File: src/rtl/mem_access_unit_pkg.sv
// Shared processor package: MEM-stage FSM states, byte-enable constants, bus widths.
package mem_access_unit_pkg;

  localparam int unsigned XLEN            = 32;
  localparam int unsigned BE_W            = 4;
  localparam int unsigned RD_W            = 5;
  localparam int unsigned TIMEOUT_DEFAULT = 64;

  localparam logic [BE_W-1:0] BE_WORD  = 4'b1111;
  localparam logic [BE_W-1:0] BE_BYTE0 = 4'b0001;

  typedef enum logic [1:0] {
    IDLE = 2'd0,
    BUSY = 2'd1,
    DONE = 2'd2
  } mau_state_e;

  // Memory op captured from EX/MEM when the unit starts a transaction.
  typedef struct packed {
    logic            err;
    logic            store;
    logic            regwrite;
    logic            lh;
    logic            ld;
    logic            halt;
    logic [RD_W-1:0] rd;
    logic [XLEN-1:0] addr;
  } mem_op_t;

  function automatic logic [BE_W-1:0] byte_lane(input logic [1:0] addr_lo);
    return BE_W'(BE_BYTE0 << addr_lo);
  endfunction

endpackage

File: src/rtl/mem_access_unit_load_extend.sv
// Load data alignment and sign extension for byte, halfword and word loads.
module load_extend
  import mem_access_unit_pkg::*;
(
  input  logic [XLEN-1:0] rdata,
  input  logic [1:0]      addr_lo,
  input  logic            lh,
  input  logic            ld,
  output logic [XLEN-1:0] data_c
);

  logic [15:0] half;
  logic [7:0]  byte_sel;

  always_comb begin
    half     = addr_lo[1] ? rdata[31:16] : rdata[15:0];
    byte_sel = rdata[7:0];
    case (addr_lo)
      2'd1:    byte_sel = rdata[15:8];
      2'd2:    byte_sel = rdata[23:16];
      2'd3:    byte_sel = rdata[31:24];
      default: byte_sel = rdata[7:0];
    endcase
    if (lh)      data_c = {{16{half[15]}}, half};
    else if (ld) data_c = {{24{byte_sel[7]}}, byte_sel};
    else         data_c = rdata;
  end

endmodule

File: src/rtl/mem_access_unit.sv
// MEM stage: single-outstanding bus access with stall, alignment check and MEM/WB register.
// Optional bus timeout enabled by defining MEM_TIMEOUT_EN.
module mem_access_unit
  import mem_access_unit_pkg::*;
#(
  parameter int unsigned TIMEOUT_CYCLES = TIMEOUT_DEFAULT
) (
  input  logic            clock,
  input  logic            reset,
  input  logic            regWrite,
  input  logic            memtoReg,
  input  logic            memWrite,
  input  logic            sb,
  input  logic            lh,
  input  logic            ld,
  input  logic [31:0]     ALUresult,
  input  logic [31:0]     readData2,
  input  logic [4:0]      rd,
  input  logic            halt,
  output logic            stall,
  output logic            mem_req,
  output logic            mem_we,
  output logic [31:0]     mem_addr,
  output logic [31:0]     mem_wdata,
  output logic [3:0]      mem_be,
  input  logic            mem_ack,
  input  logic [31:0]     mem_rdata,
  output logic            wb_regWrite,
  output logic [4:0]      wb_rd,
  output logic [31:0]     wb_data,
  output logic            wb_halt,
  output logic            misaligned
);

  if (TIMEOUT_CYCLES < 1) begin : g_bad_timeout
    $error("TIMEOUT_CYCLES must be at least 1");
  end

  mau_state_e      state, state_nxt;
  mem_op_t         op_q, op_in;
  logic [XLEN-1:0] rdata_q;
  logic [XLEN-1:0] load_data;
  logic            mem_op;
  logic            misalign_in;
  logic            timeout;

  assign mem_op = memWrite | memtoReg;

  // Stores take priority over loads when both controls are set.
  always_comb begin
    if (memWrite)  misalign_in = !sb && (ALUresult[1:0] != 2'b00);
    else if (lh)   misalign_in = ALUresult[0];
    else           misalign_in = !ld && (ALUresult[1:0] != 2'b00);
    op_in          = '0;
    op_in.err      = misalign_in;
    op_in.store    = memWrite;
    op_in.regwrite = regWrite;
    op_in.lh       = lh & ~memWrite;
    op_in.ld       = ld & ~memWrite;
    op_in.halt     = halt;
    op_in.rd       = rd;
    op_in.addr     = ALUresult;
  end

`ifdef MEM_TIMEOUT_EN
  localparam int unsigned CNT_W = $clog2(TIMEOUT_CYCLES + 1);
  logic [CNT_W-1:0] wait_cnt;

  always_ff @(posedge clock) begin
    if (reset)              wait_cnt <= '0;
    else if (state == BUSY) wait_cnt <= wait_cnt + CNT_W'(1);
    else                    wait_cnt <= '0;
  end

  assign timeout = (state == BUSY) && !mem_ack &&
                   (wait_cnt == CNT_W'(TIMEOUT_CYCLES - 1));
`else
  assign timeout = 1'b0;
`endif

  load_extend u_load_extend (
    .rdata   (rdata_q),
    .addr_lo (op_q.addr[1:0]),
    .lh      (op_q.lh),
    .ld      (op_q.ld),
    .data_c  (load_data)
  );

  always_ff @(posedge clock) begin
    if (reset) state <= IDLE;
    else       state <= state_nxt;
  end

  always_comb begin
    state_nxt = state;
    stall     = 1'b0;
    case (state)
      IDLE: begin
        stall = mem_op;
        if (mem_op) state_nxt = misalign_in ? DONE : BUSY;
      end
      BUSY: begin
        stall = 1'b1;
        if (mem_ack || timeout) state_nxt = DONE;
      end
      DONE:    state_nxt = IDLE;
      default: state_nxt = IDLE;
    endcase
  end

  // Bus request, op capture and MEM/WB register; a bubble is written while stalled.
  always_ff @(posedge clock) begin
    if (reset) begin
      op_q        <= '0;
      rdata_q     <= '0;
      mem_req     <= 1'b0;
      mem_we      <= 1'b0;
      mem_addr    <= '0;
      mem_wdata   <= '0;
      mem_be      <= '0;
      wb_regWrite <= 1'b0;
      wb_rd       <= '0;
      wb_data     <= '0;
      wb_halt     <= 1'b0;
      misaligned  <= 1'b0;
    end else begin
      misaligned  <= 1'b0;
      wb_regWrite <= 1'b0;
      wb_halt     <= 1'b0;
      case (state)
        IDLE: begin
          if (!mem_op) begin
            wb_regWrite <= regWrite;
            wb_rd       <= rd;
            wb_data     <= ALUresult;
            wb_halt     <= halt;
          end else begin
            op_q <= op_in;
            if (misalign_in) begin
              misaligned <= 1'b1;
            end else begin
              mem_req   <= 1'b1;
              mem_we    <= memWrite;
              mem_addr  <= {ALUresult[31:2], 2'b00};
              mem_wdata <= !memWrite ? '0 :
                           sb ? {4{readData2[7:0]}} : readData2;
              mem_be    <= (memWrite && sb) ? byte_lane(ALUresult[1:0]) : BE_WORD;
            end
          end
        end
        BUSY: begin
          if (mem_ack || timeout) begin
            mem_req   <= 1'b0;
            mem_we    <= 1'b0;
            mem_addr  <= '0;
            mem_wdata <= '0;
            mem_be    <= '0;
          end
          if (mem_ack) begin
            rdata_q <= mem_rdata;
          end else if (timeout) begin
            op_q.err   <= 1'b1;
            misaligned <= 1'b1;
          end
        end
        DONE: begin
          wb_regWrite <= op_q.regwrite & ~op_q.store & ~op_q.err;
          wb_rd       <= op_q.rd;
          wb_halt     <= op_q.halt;
          wb_data     <= op_q.err   ? '0 :
                         op_q.store ? op_q.addr : load_data;
        end
        default: ;
      endcase
    end
  end

endmodule

File: config.mk
export PLATFORM = sky130hd
export DESIGN_NAME = mem_access_unit
export DESIGN_NICKNAME = d
export VERILOG_FILES = /design/src/rtl/mem_access_unit_pkg.sv /design/src/rtl/mem_access_unit_load_extend.sv /design/src/rtl/mem_access_unit.sv
export SDC_FILE = /design/constraint.sdc
export NUM_CORES = 1
export LEC_CHECK = 0
export ABC_CLOCK_PERIOD_IN_PS = 2400
export CORE_UTILIZATION = 43
export CTS_CLUSTER_SIZE = 8
export DETAILED_ROUTE_END_ITERATION = 6
export GPL_TIMING_DRIVEN = 0
export PLACE_DENSITY = 0.74
export SLEW_MARGIN = 25
export SYNTH_ARGS = -nofsm -noshare
export SYNTH_HDL_FRONTEND = slang
export SYNTH_SLANG_ARGS = --single-unit
File: constraint.sdc
create_clock -name clock -period 2.4 [get_ports clock]
set_input_delay 0.72 -clock clock [delete_from_list [all_inputs] [get_ports clock]]
set_output_delay 0.72 -clock clock [all_outputs]
set_load 0.02 [all_outputs]
# --- Yosys cells after proc, flatten, opt, wreduce, memory -nomap -nowiden ---
# Cells that the tools add are included.
classes:
  eq_ne: 9
  shift: 1
  mux: 43
  bitwise: 10
  reduce_logical: 15
op_table:
  columns: ["cell", "count"]
  rows:
  - ["$mux 32", 12]
  - ["$pmux 32 s2", 3]
  - ["$pmux 8 s3", 1]
  - ["$mux 16", 1]
  - ["$mux 4", 4]
  - ["$mux 1", 10]
  - ["$pmux 1 s2", 5]
  - ["$pmux 5 s2", 1]
  - ["$ne 2x2->1 const B", 4]
  - ["$pmux 4 s2", 1]
  - ["$reduce_and 2->1", 4]
  - ["$eq 2x2->1 const B", 3]
  - ["$mux 2", 3]
  - ["$reduce_bool 2->1", 3]
  - ["$mux 5", 1]
  - ["$not 1->1", 5]
  - ["$and 1x1->1", 4]
  - ["$eq 2x1->1 const B", 2]
  - ["$pmux 2 s2", 1]
  - ["$reduce_and 4->1", 1]
  - ["$shl 1x2->4 const A", 1]
  - ["$logic_and 1x1->1", 3]
  - ["$reduce_or 3->1", 1]
  - ["$logic_not 1->1", 2]
  - ["other kinds (2)", 2]
word_totals:
  ff_bits: 187
  input_bits: 111
  out_inout_bits: 111
  word_cells: 98

# --- Depth between registers and ports, before layout ---
logic_depth:
  word_depth: 7
  mapped_depth: 7
  ltp_nobuf: 4

# --- Cells and area by module ---
# Synthesis repeated with hierarchy kept, for this count alone.
unflattened:
  hier_cells: 1084
  area_unflattened_um2: 8548.2
by_module_without_submodules:
  columns: ["mod", "n_inst", "cells_each", "area_per_inst_um2", "seq_area_each_um2"]
  rows:
  - ["mem_access_unit", 1, 972, 7877.6, 3703.6]
  - ["load_extend", 1, 112, 670.6, 0.0]

# --- Worst setup path after synthesis ---
# No wires, ideal clock.
synth_path:
  kind: "input -> output"
  start: "in memWrite"
  end: "out stall"
  arrival_time_ps: 1896
  t_required_ps: 1680
  path_slack_ps: -216
  stages: 5
  path_buffers: 2
  cell_sequence: "buf_2 -> or2_2 -> a21oi_2 -> clkbuf_1 -> nor2_1"
synth_via:
  elab_chain_len: 2
synth_rtl:
  columns: ["element", "line", "source"]
  rows:
  - ["from (decl)", "mem_access_unit.sv:12", "input logic memWrite,"]
  - ["$or 1x1->1", "mem_access_unit.sv:47", "assign mem_op = memWrite | memtoReg;"]
  - ["$pmux 1 s2", "mem_access_unit.sv:97", "case (state)"]
  - ["to (decl)", "mem_access_unit.sv:20", "output logic stall,"]
# Every way passes these cells.

# --- Worst setup path in the final report ---
# Same ends and word-level chain as after synthesis.

==> results.txt <==
Hold Startpoint: mem_req
Post-synth EDFFs: 0
Syn Inst Count: 883
worst hold path type: flip-flop to flip-flop
Area Growth Syn to Fin: 39.5%
num ports: 222
DIE WIDTH: 138 um
Hold WS: 457 ps
Power Dens Cells: 750 mW/mm2
Final Non-Filler Cells: 1,364
Synth area leader: dfxtp_1
Routability Congestion: 0.952
DRC errors left: 0
Buf/Inv on CP: 3
critical path fanouts, max: 10
initial drt markers: 725
initial antenna violation count: 0
crit-path max cell delay: 250 ps
CP top delay family: buffers and inverters
layout cell share with drive strength beyond 1: 9.60%
Peak Freq: 422 MHz
CTS tree: built
Clk Latency, worst-skew pair: 430 ps
row cnt: 49
asr flop ratio synth: 0%
R2R Path Start: state[1]
largest net degree at the start of global routing: 17
critical path arrival: 1650 ps
cts hold-fix bufs: 0
CP endpoint kind: output port
Clock Skew: 7.80 ps
Worst-Margin Slew: 729 ps
Util after Layout: 61.4%
remaining antenna violation count: 0
Die Y: 138 um
Final Cycle Share: 98.7%
CP max-delay cell: or2_4
layout net count: 1,233
Top FF cell, synth: dfxtp_1
DP Cell Count: 1,329
cells along the critical path: buf_4 -> or2_4 -> a21oi_4 -> clkbuf_8 -> nor2_1 -> buf_4
number of max-cap violations: 0
synth warn: 0
clock root buffer master: clkbuf_16
drt wl/cell: 19.4 um
vias in the first global route: 7,291
CTS max path bufs: 2
Max transition margin: 51.4%
Die Area: 0.0190 mm2
register clock-pin slew on the reported worst setup and hold paths: 60 ps
Pre-Repair DR Iteration Count: 5
synthesized area per cell: 8.98 um2
vias: 7,801
TritonCTS Buffers: 17
Max Transition Viols Final: 0
RSZ-0062 raised after global routing: false
DPL Wire Length: 19,400 um
post-synth top area share: 46.7%
VDD IR max: 0.000582 V
commonest cells in the netlist: dfxtp_1, nand2_1, a21oi_1
top post-synthesis cells by area: dfxtp_1, nand2_1, a21oi_1
fin crit period: 2370 ps
Distinct cells, synth: 53
final hold vios: 0
H-tree depth: 4
Critical Path Source Type: primary input
drt total wl: 26,400 um
first-pass GRT wire length: 40,300 um
Sink Count: 185
Pleak: 4.09 nW
count leader, synth: dfxtp_1
Starting Density: 44.0%
sequential element share of the synthesized area: 46.7%
CP required: 1680 ps
core area: 0.0180 mm2
crit-path most repeated cell: buf_4
PortBufs: 216
crit path launch: memWrite
n_diodes: 0
flops & latches, synth: 185
status: finished clean
CP Class: primary input to output port
vias per cell: 5.72
# setup viols final: 0
mapped cell area: 0.00793 mm2
Total GRT Usage: 28.1%
grt ovf: 0
through the flow:
stage	setup WS [ps]	TNS, ps	power [W]	area [um2]
final	30.9	0	0.00829	11100
after floorplan	2.58	0	0.00456	7950
after CTS	0.143	0	0.00827	11000
after detailed placement	-1030	-55500	0.00543	10400
after global placement	-1060	-57080	0.00541	10400
after global routing	9.26	0	0.00859	11100
sequential cells by signal (all words and copies together), names as in the netlist:
register,count
mem_be,4
mem_addr,30
mem_wdata,32
misaligned,1
wb_rd,5
mem_we,1
wb_halt,1
wb_data,32
rdata_q,32
op_q,43
mem_req,1
state,2
wb_regWrite,1
per-layer routing:
metal  part of all wire, %  track usage (%)  up-vias
li1                      -                -     3667
met1                    43             38.1     3685
met2                    44             43.7      400
met3                   9.8             5.81       49
met4                   2.5             10.3        0
met5                     0                0        -
final timing paths:
| check | to | slack, ps | depth (start not counted) |
|---|---|---|---|
| setup / recovery | stall | 30 | 6 |
| hold / removal | mem_req | 460 | 1 |
| setup reg to reg | wb_data[14] | 240 | 6 |
| hold reg to reg | mem_req | 460 | 1 |
cell type report:
cell class                      count  area, um2
Multi-Input combinational cell    607       3830
Clock inverter                     10        116
Clock buffer                       22        484
Tap cell                          229        287
Inverter                           12       50.0
Buffer                             80        407
Sequential cell                   185       3700
Fill cell                        1582       6970
Timing Repair Buffer              219       2180
power breakdown:
group	internal, W	switching [W]
Combinational	0.000833	0.00106
Sequential	0.00334	0.000182
Clock	0.00165	0.00123
Total	0.00582	0.00247
logic make-up (layout without fill, tap and decap cells):
kind of cell           count (synthesis)  count (layout)  share of synthesized area (%)
and+or+nand+nor                      256             256                           14.5
AOI/OAI and AO/OA                    298             298                           26.5
muxes                                 51              51                           6.89
other                                  1               2                         0.0473
DFF                                  185             185                           46.7
buffers and inverters                 92             343                           5.36
worst reg2reg max path, stage by stage (launching register included):
cell	delay, ps
dfxtp_1	340
buf_6	160
nor3b_1	320
and2_1	270
clkbuf_1	460
a2111oi_0	250
a211oi_1	270
placed cells by master, fill, tap and decap left out, types with 19 or more instances in the layout:
master	instances
mux2_2	19
nor2_1	25
mux2i_1	31
clkdlybuf4s50_1	214
clkbuf_1	46
a21oi_1	116
dfxtp_1	185
nor2b_1	27
a22o_1	39
o21ai_0	22
o2bb2ai_1	27
nand2_1	157
timing repair:
action / CTS / global route
pin swaps: 2 / 2
endpoints found under the hold margin: 0 / 0
gates resized for setup: 15 / 12
setup buffers: 3 / 0
endpoints found under the setup margin: 21 / 54
Note: power is estimated with default switching activity, not from simulation.
